<file path="src/rtl/ecc_pkg.sv">
// Shared ECC definitions: default widths and the check-field layout used by
// both the encoder and the decoder side.
package ecc_pkg;
    localparam int DATA_W_DEF  = 64;
    localparam int CHECK_W_DEF = 8;
    localparam int CW_W_DEF    = DATA_W_DEF + CHECK_W_DEF;
    localparam int INJ_BIT_W   = 7;

    // Parity sits at check-field bit 0 (codeword bit 64); check bits 71:65 are reserved zero.
    localparam int PARITY_CHK  = 0;
    localparam int PARITY_POS  = DATA_W_DEF + PARITY_CHK;
    localparam int RSVD_LO     = PARITY_POS + 1;
    localparam int RSVD_HI     = CW_W_DEF - 1;
endpackage

</file>
<file path="src/rtl/ecc_check_gen.sv">
// Combinational check-field generator: even parity of the payload in the
// parity slot, reserved check bits held at zero.
module ecc_check_gen
    import ecc_pkg::*;
#(
    parameter int DATA_W  = DATA_W_DEF,
    parameter int CHECK_W = CHECK_W_DEF
) (
    input  logic [DATA_W-1:0]  data_i,
    output logic [CHECK_W-1:0] check_o
);
    always_comb begin
        check_o             = '0;
        check_o[PARITY_CHK] = ^data_i;
    end
endmodule

</file>
<file path="src/rtl/ecc_encoder.sv">
// Two-stage ECC encoder with ready/valid on both sides, single-shot bit-flip
// injection for decoder testing, and saturating hand-off statistics.
module ecc_encoder
    import ecc_pkg::*;
#(
    parameter int DATA_W  = DATA_W_DEF,
    parameter int CHECK_W = CHECK_W_DEF,
    parameter int CNT_W   = 32
) (
    input  logic                        sys_clk,
    input  logic                        sys_rst_n,
    input  logic                        in_valid,
    output logic                        in_ready,
    input  logic [DATA_W-1:0]           in_data,
    output logic                        out_valid,
    input  logic                        out_ready,
    output logic [DATA_W+CHECK_W-1:0]   out_data,
    input  logic                        inj_arm,
    input  logic [INJ_BIT_W-1:0]        inj_bit,
    output logic                        inj_pending,
    output logic [CNT_W-1:0]            words_out,
    output logic [CNT_W-1:0]            words_injected
);
    localparam int CW_W = DATA_W + CHECK_W;

    function automatic logic [CNT_W-1:0] sat_inc(input logic [CNT_W-1:0] v);
        return (&v) ? v : v + 1'b1;
    endfunction

    logic [CHECK_W-1:0]   chk_p0;
    logic                 vld_p1_q;
    logic [DATA_W-1:0]    data_p1_q;
    logic [CHECK_W-1:0]   chk_p1_q;
    logic                 vld_p2_q;
    logic                 inj_p2_q;
    logic [CW_W-1:0]      cw_p2_q;
    logic                 inj_pending_q;
    logic [INJ_BIT_W-1:0] inj_bit_q;
    logic [CNT_W-1:0]     words_out_q;
    logic [CNT_W-1:0]     words_inj_q;

    logic                 adv_p1, adv_p2, move_p12, out_hs;
    logic                 inj_active, inj_hit;
    logic [INJ_BIT_W-1:0] inj_bit_eff;
    logic [CW_W-1:0]      cw_p1, flip_mask;

    ecc_check_gen #(.DATA_W(DATA_W), .CHECK_W(CHECK_W)) u_check_gen (
        .data_i  (in_data),
        .check_o (chk_p0)
    );

    assign adv_p2   = !vld_p2_q || out_ready;
    assign adv_p1   = !vld_p1_q || adv_p2;
    assign in_ready = sys_rst_n && adv_p1;
    assign move_p12 = vld_p1_q && adv_p2;
    assign out_hs   = vld_p2_q && out_ready;

    // A same-cycle arm overrides the stored index; out-of-range indices flip nothing.
    assign inj_active  = inj_arm || inj_pending_q;
    assign inj_bit_eff = inj_arm ? inj_bit : inj_bit_q;
    assign inj_hit     = move_p12 && inj_active && (32'(inj_bit_eff) < CW_W);
    assign cw_p1       = {chk_p1_q, data_p1_q};
    assign flip_mask   = inj_hit ? (CW_W'(1) << inj_bit_eff) : '0;

    // S1: payload + check field
    always_ff @(posedge sys_clk or negedge sys_rst_n) begin
        if (!sys_rst_n)  vld_p1_q <= 1'b0;
        else if (adv_p1) vld_p1_q <= in_valid;
    end

    always_ff @(posedge sys_clk) begin
        if (adv_p1 && in_valid) begin
            data_p1_q <= in_data;
            chk_p1_q  <= chk_p0;
        end
    end

    // S2: codeword + injection
    always_ff @(posedge sys_clk or negedge sys_rst_n) begin
        if (!sys_rst_n) begin
            vld_p2_q <= 1'b0;
            inj_p2_q <= 1'b0;
            cw_p2_q  <= '0;
        end else begin
            if (adv_p2) vld_p2_q <= vld_p1_q;
            if (move_p12) begin
                cw_p2_q  <= cw_p1 ^ flip_mask;
                inj_p2_q <= inj_hit;
            end
        end
    end

    always_ff @(posedge sys_clk or negedge sys_rst_n) begin
        if (!sys_rst_n) begin
            inj_pending_q <= 1'b0;
            inj_bit_q     <= '0;
        end else begin
            if (move_p12 && inj_active) inj_pending_q <= 1'b0;
            else if (inj_arm)           inj_pending_q <= 1'b1;
            if (inj_arm) inj_bit_q <= inj_bit;
        end
    end

    always_ff @(posedge sys_clk or negedge sys_rst_n) begin
        if (!sys_rst_n) begin
            words_out_q <= '0;
            words_inj_q <= '0;
        end else if (out_hs) begin
            words_out_q <= sat_inc(words_out_q);
            if (inj_p2_q) words_inj_q <= sat_inc(words_inj_q);
        end
    end

    assign out_valid      = vld_p2_q;
    assign out_data       = cw_p2_q;
    assign inj_pending    = inj_pending_q;
    assign words_out      = words_out_q;
    assign words_injected = words_inj_q;
endmodule
</file>
<file path="config.mk">
export PLATFORM = sky130hd
export DESIGN_NAME = ecc_encoder
export DESIGN_NICKNAME = d
export VERILOG_FILES = /design/src/rtl/ecc_pkg.sv /design/src/rtl/ecc_check_gen.sv /design/src/rtl/ecc_encoder.sv
export SDC_FILE = /design/constraint.sdc
export NUM_CORES = 1
export LEC_CHECK = 0
export CORE_MARGIN = 2
export CORE_UTILIZATION = 45
export CTS_BUF_LIST = sky130_fd_sc_hd__clkbuf_16
export DETAILED_ROUTE_END_ITERATION = 10
export PLACE_DENSITY = 0.73
export RECOVER_POWER = 100
export SYNTH_ARGS = -nofsm -noshare
export SYNTH_HDL_FRONTEND = slang
export SYNTH_SLANG_ARGS = --single-unit
</file>
<file path="constraint.sdc">
create_clock -name sys_clk -period 6.2 [get_ports sys_clk]
set_clock_uncertainty 0.2 [all_clocks]
set_input_delay 0.93 -clock sys_clk [delete_from_list [all_inputs] [get_ports sys_clk]]
set_output_delay 0.93 -clock sys_clk [all_outputs]
set_load 0.02 [all_outputs]
</file>
* After elaboration in Yosys (flattened, before gate mapping)
Index checks and enable logic that the tools add are counted.
** Storage, ports and cells
- Input bits :: 76
- Output and inout port bits :: 139
- Flip-flop bits (word level) :: 212
- Word-level logic and storage cells :: 38
** Cells by class
- Shift-type cells :: 1
- Bitwise logic cells :: 3
- Mux-type cells :: 4
- Reduce and logical (&&, ||, !) cells :: 17
- $add $sub $neg :: 2
- $lt $le $gt $ge :: 1
** Operators by type and width (number)
- 2-to-1 mux 72 bit :: 1
- left shift 1 x 7 -> 72 bit (first input constant) :: 1
- bitwise XOR 65 x 72 -> 72 bit :: 1
- adder 32 x 1 -> 32 bit (second input constant) :: 2
- AND reduction 32 bit :: 2
- parity 64 bit :: 1
- less-than comparator 7 bit (second input constant) :: 1
- 2-to-1 mux 7 bit :: 1
- logical AND 1 bit :: 6
- logical OR 1 bit :: 3
- AND reduction 3 bit :: 1
- zero test 1 bit :: 2
- 2-to-1 mux 1 bit :: 2
- inverter 1 bit :: 2
- AND reduction 2 bit :: 1
- nonzero test 2 bit :: 1

* Depth between registers and ports, before layout
- Word-level depth :: 7
- Mapped depth :: 8
- Gate-level depth less buffers :: 6

* By module
A second synthesis with hierarchy kept.
** Second synthesis, totals
- Cells, all modules :: 874
- Area total of the unflattened synthesis :: 10080.9 sq um
** By module, submodules not included
- ecc_encoder :: area each 9472.8 sq um, cells an instance 803, instances 1, seq. area each 5840.6 sq um
- ecc_check_gen :: area each 608.1 sq um, cells an instance 71, instances 1, seq. area each 0.0 sq um

* Worst setup path before layout
Ideal clock, no wire load.
- Path type :: input-to-reg
- Start point :: input port out_ready
- End point :: register chk_p1_q[0] (enable)
- Path slack :: 2971 ps
- Setup time :: 430 ps
- Arrival :: 2599 ps
- Path buffers :: 0
- Cell stages on the path :: 2
- Data required time :: 5570 ps
- Cells stage by stage :: nand3b_1 -> and2_1
** On the way
- Cells in the longest elaborated chain, start to end :: 3
** Ends and longest elaborated chain
- start: declaration :: line ecc_encoder.sv:16 : input logic out_ready,
- logical OR 1 bit :: line ecc_encoder.sv:52 : assign adv_p2 = !vld_p2_q || out_ready;
- logical OR 1 bit :: line ecc_encoder.sv:53 : assign adv_p1 = !vld_p1_q || adv_p2;
- logical AND 1 bit :: line ecc_encoder.sv:72 : if (adv_p1 && in_valid) begin
- end signal: assignment :: line ecc_encoder.sv:74 : chk_p1_q <= chk_p0;
- end: declaration :: line ecc_encoder.sv:33 : logic [CHECK_W-1:0] chk_p1_q;
Every way passes these cells.
A chain may end at the register's enable or synchronous reset.

* Worst setup path after layout
- Start point :: input port inj_arm
- End point :: register cw_p2_q[6] (netlist: out_data[6])
** On the way
- Cells in the longest elaborated chain, start to end :: 5
- Elaborated cells between the ends (all ways) :: 8
- Classes of those cells :: 1 x order compare; 1 x shift; 2 x mux; 1 x bitwise; 3 x reduce/logical
** Ends and longest elaborated chain
- start: declaration :: line ecc_encoder.sv:18 : input logic inj_arm,
- 2-to-1 mux 7 bit or logical OR 1 bit (tied branches)
- less-than comparator 7 bit or logical AND 1 bit (tied branches) :: line ecc_encoder.sv:61 : assign inj_hit = move_p12 && inj_active && (32'(inj_bit_eff) < CW_W);
- logical AND 1 bit :: line ecc_encoder.sv:61
- 2-to-1 mux 72 bit * :: line ecc_encoder.sv:63 : assign flip_mask = inj_hit ? (CW_W'(1) << inj_bit_eff) : '0;
- bitwise XOR 65 x 72 -> 72 bit * :: line ecc_encoder.sv:87 : cw_p2_q <= cw_p1 ^ flip_mask;
- end signal: assignment :: line ecc_encoder.sv:87
- end: declaration :: line ecc_encoder.sv:36 : logic [CW_W-1:0] cw_p2_q;
Mark *: on every way between the ends. The rest lies on a longest branch, timed or not.

==> reports/results.ini <==
[floorplan]
die_width_um=149.6
rows=53
coreArea_mm2=0.02089
num_io_pins=215
die_h_um=149.6
dieArea_mm2=0.02238
start_util=0.4566

[setup_path]
rr_startpoint=inj_pending
cp_max_fo=32
path_delay_family=buffers and inverters
worst-path-stages=8
cp-startpoint=inj_arm
start_kind=input port
crit_path_top_delay_cell=o2111ai_1
rr_worst_depth=6
cp-endpoint=out_data[6]
crit_buf_inv=2
slowest_delay_ps=1140
critPathKind=in -> reg
r2r-end=out_data[6]
endpoint_kind=flop
timing.reg2reg.setup_slack_ps=2390
cp_cell_sequence=dlygate4sd3_1, mux2i_1, o2111ai_1, buf_4, or3_1, nor2_1, xnor2_1, o21ai_0
worst-endpoint-arrival_ps=4920
worst_ep_required_time_ps=6360

[global_routing]
overflow=0
grt_first_pass_wirelength_um=38230
grt_pass1_vias=7148
grt_max_degree=104
antenna_found_initial=5
grt_util_all_layers=0.2202

[clock_tree]
cts-root-buf=clkbuf_16
cts.clk_slew.worst_paths_ps=60
clock_latency_ps=510
cts_resized=0
cts_sinks=212
cts_tree=built
cts_setup_buffers=0
holdBufCountCts=0
cts_buffer_depth=3
numCtsBuffers=23
h-tree-depth=1

[sta]
slew_violations=69
setup_slack_ps=1449
worstMarginPinSlew_ps=2503
rsz0062_at_grt=false
finalCriticalPeriod_ps=4751
slew_headroom=-0.6699
finalHoldViolations=0
finalCritPeriodShare=0.7663
finalSetupTns_ps=0
fmax_mhz=210.5
finalSetupViolations=0

[routing]
ant_nets=0
viasPerCell=5.299
wire_per_inst_um=18.29
drc=0
first_pass_iters=4
vias=7116
totalWireLength_um=24560
drtIter0Drc=341

[placed_design]
gp_congestion=0.8136
place_hpwl_um=17010
portBuffers=214
dp_slack_ps=1773

[synthesis]
synth_warnings=0
synth-seq-area-share=0.5903
yosys.area.top_type=dfrtp_1
syn_area_mm2=0.009538
ys.flop_type=dfrtp_1
syn_inst=838
synth_top_area_frac=0.3857
yosysMostFrequentCell=xnor2_1
synthTopCellsByArea=dfrtp_1, edfxtp_1, xnor2_1
syn_nets=916
avgSynthCellArea_um2=11.38
ys_types=40
synth-seq-cells=212
async_flop_share=0.6934
synth_edf_count=65
synthTopCellsByCount=xnor2_1, dfrtp_1, nand2_1

[hold_path]
hp-class=in -> async

[cells_and_area]
fillers=1747
fin_nets=1126
drive_above_1_share=0.03662
areaGrowthSynthToFinish_pct=32.03

[pwr]
p_per_area_mw_per_mm2=302.1
p_total_mw=3.804
p_leak_nw=5.127
vdd_ir_drop_max_v=0.0001956

[job]
maxCapViolations=2

[run_status]
violations=capacitance limit, slew limit
status=finished with violations

-- metal layers --
metal / part of all wire / track usage / vias to the layer above
li1: - / - / 3332
met1: 0.42 / 0.2989 / 3444
met2: 0.48 / 0.3560 / 292
met3: 0.076 / 0.04329 / 44
met4: 0.025 / 0.07429 / 4
met5: 0.00086 / 0 / -
-- worst register-to-register path, delay by kind of cell, from the launching register on --
| family | cells | cell delay [ps] |
|---|---|---|
| buffers and inverters | 1 | 520 |
| XOR/XNOR | 1 | 160 |
| AND/OR/NAND/NOR | 2 | 390 |
| AO/OA/AOI/OAI | 2 | 1970 |
| flip-flops | 1 | 420 |
-- report_power, final --
part           switching, mW  leakage [nW]  total [mW]  internal (mW)
Clock                  0.542         0.379        1.28          0.737
Sequential             0.118          2.50        1.72           1.60
Combinational          0.458          2.25       0.802          0.344
Total                   1.12          5.13        3.80           2.69
-- logic make-up after synthesis --
family,Yosys count,synth area share
AND/OR/NAND/NOR,287,0.1481
flip-flops,212,0.5903
XOR/XNOR,188,0.1726
AO/OA/AOI/OAI,92,0.05352
buffers and inverters,48,0.01994
multiplexers,9,0.01286
adder cells (fa/ha/maj),2,0.002623
-- area by class of cell --
cell class	count	area [um^2]	area share
tap	275	344.1	0.02732
clock buffer	24	600.6	0.04769
sequential	212	5630	0.4471
timing repair buffer	220	2181	0.1732
antenna	3	7.507	0.0005961
multi-input combinational	578	3681	0.2923
clock inverter	18	100.1	0.007948
inverter	13	48.80	0.003875
-- cell usage in the layout (no fill, tap or decap), types with 2 or more instances in the layout --
cell type,synthesis,layout
a21oi_1,3,4
and2_1,3,2
and3_1,9,9
and4_1,5,5
buf_4,0,4
clkbuf_1,32,2
clkbuf_16,0,24
clkdlybuf4s50_1,0,8
clkinv_1,0,5
dfrtp_1,147,147
diode_2,0,3
dlygate4sd3_1,0,205
edfxtp_1,65,65
ha_1,2,2
inv_1,10,21
inv_2,3,2
mux2_2,4,3
mux2i_1,0,4
nand2_1,100,99
nand2b_1,6,6
nand3_1,30,30
nand3b_1,2,2
nand4_1,16,16
nor2_1,40,40
nor3_1,16,17
nor4_1,53,53
o2111ai_1,1,2
o211ai_1,2,2
o21a_1,4,4
o21ai_0,12,74
o21ai_1,64,2
or3_1,4,4
xnor2_1,151,151
xor2_1,37,37
-- sequential cells by signal (all words and copies together) (netlist names), 7 cells and up --
name and count:
data_p1_q 64, inj_bit_q 7, words_out 32, words_injected 32, out_data 72
-- stage by stage --
stage,hold slack [ps],cell area (um^2),utilization,std cells
floorplan,242.9,9538,-,838
global placement,269.3,11950,0.5720,1298
detailed placement,274.4,11950,0.5720,1298
CTS,289.5,12650,0.6056,1340
global route,309.1,12590,0.6026,1341
finish,264.5,12590,0.6029,1343
-- worst min-delay path by stage --
stage / startpoint / endpoint / slack, ps
after floorplan: inj_p2_q / inj_p2_q / 240
after global placement: out_data[40] / out_data[40] / 270
after detailed placement: inj_p2_q / inj_p2_q / 270
after CTS: words_out[19] / words_out[19] / 290
after global routing: out_data[4] / out_data[4] / 310
final: sys_rst_n / words_out[4] / 260
No activity file was read; power rests on OpenSTA's default activity.
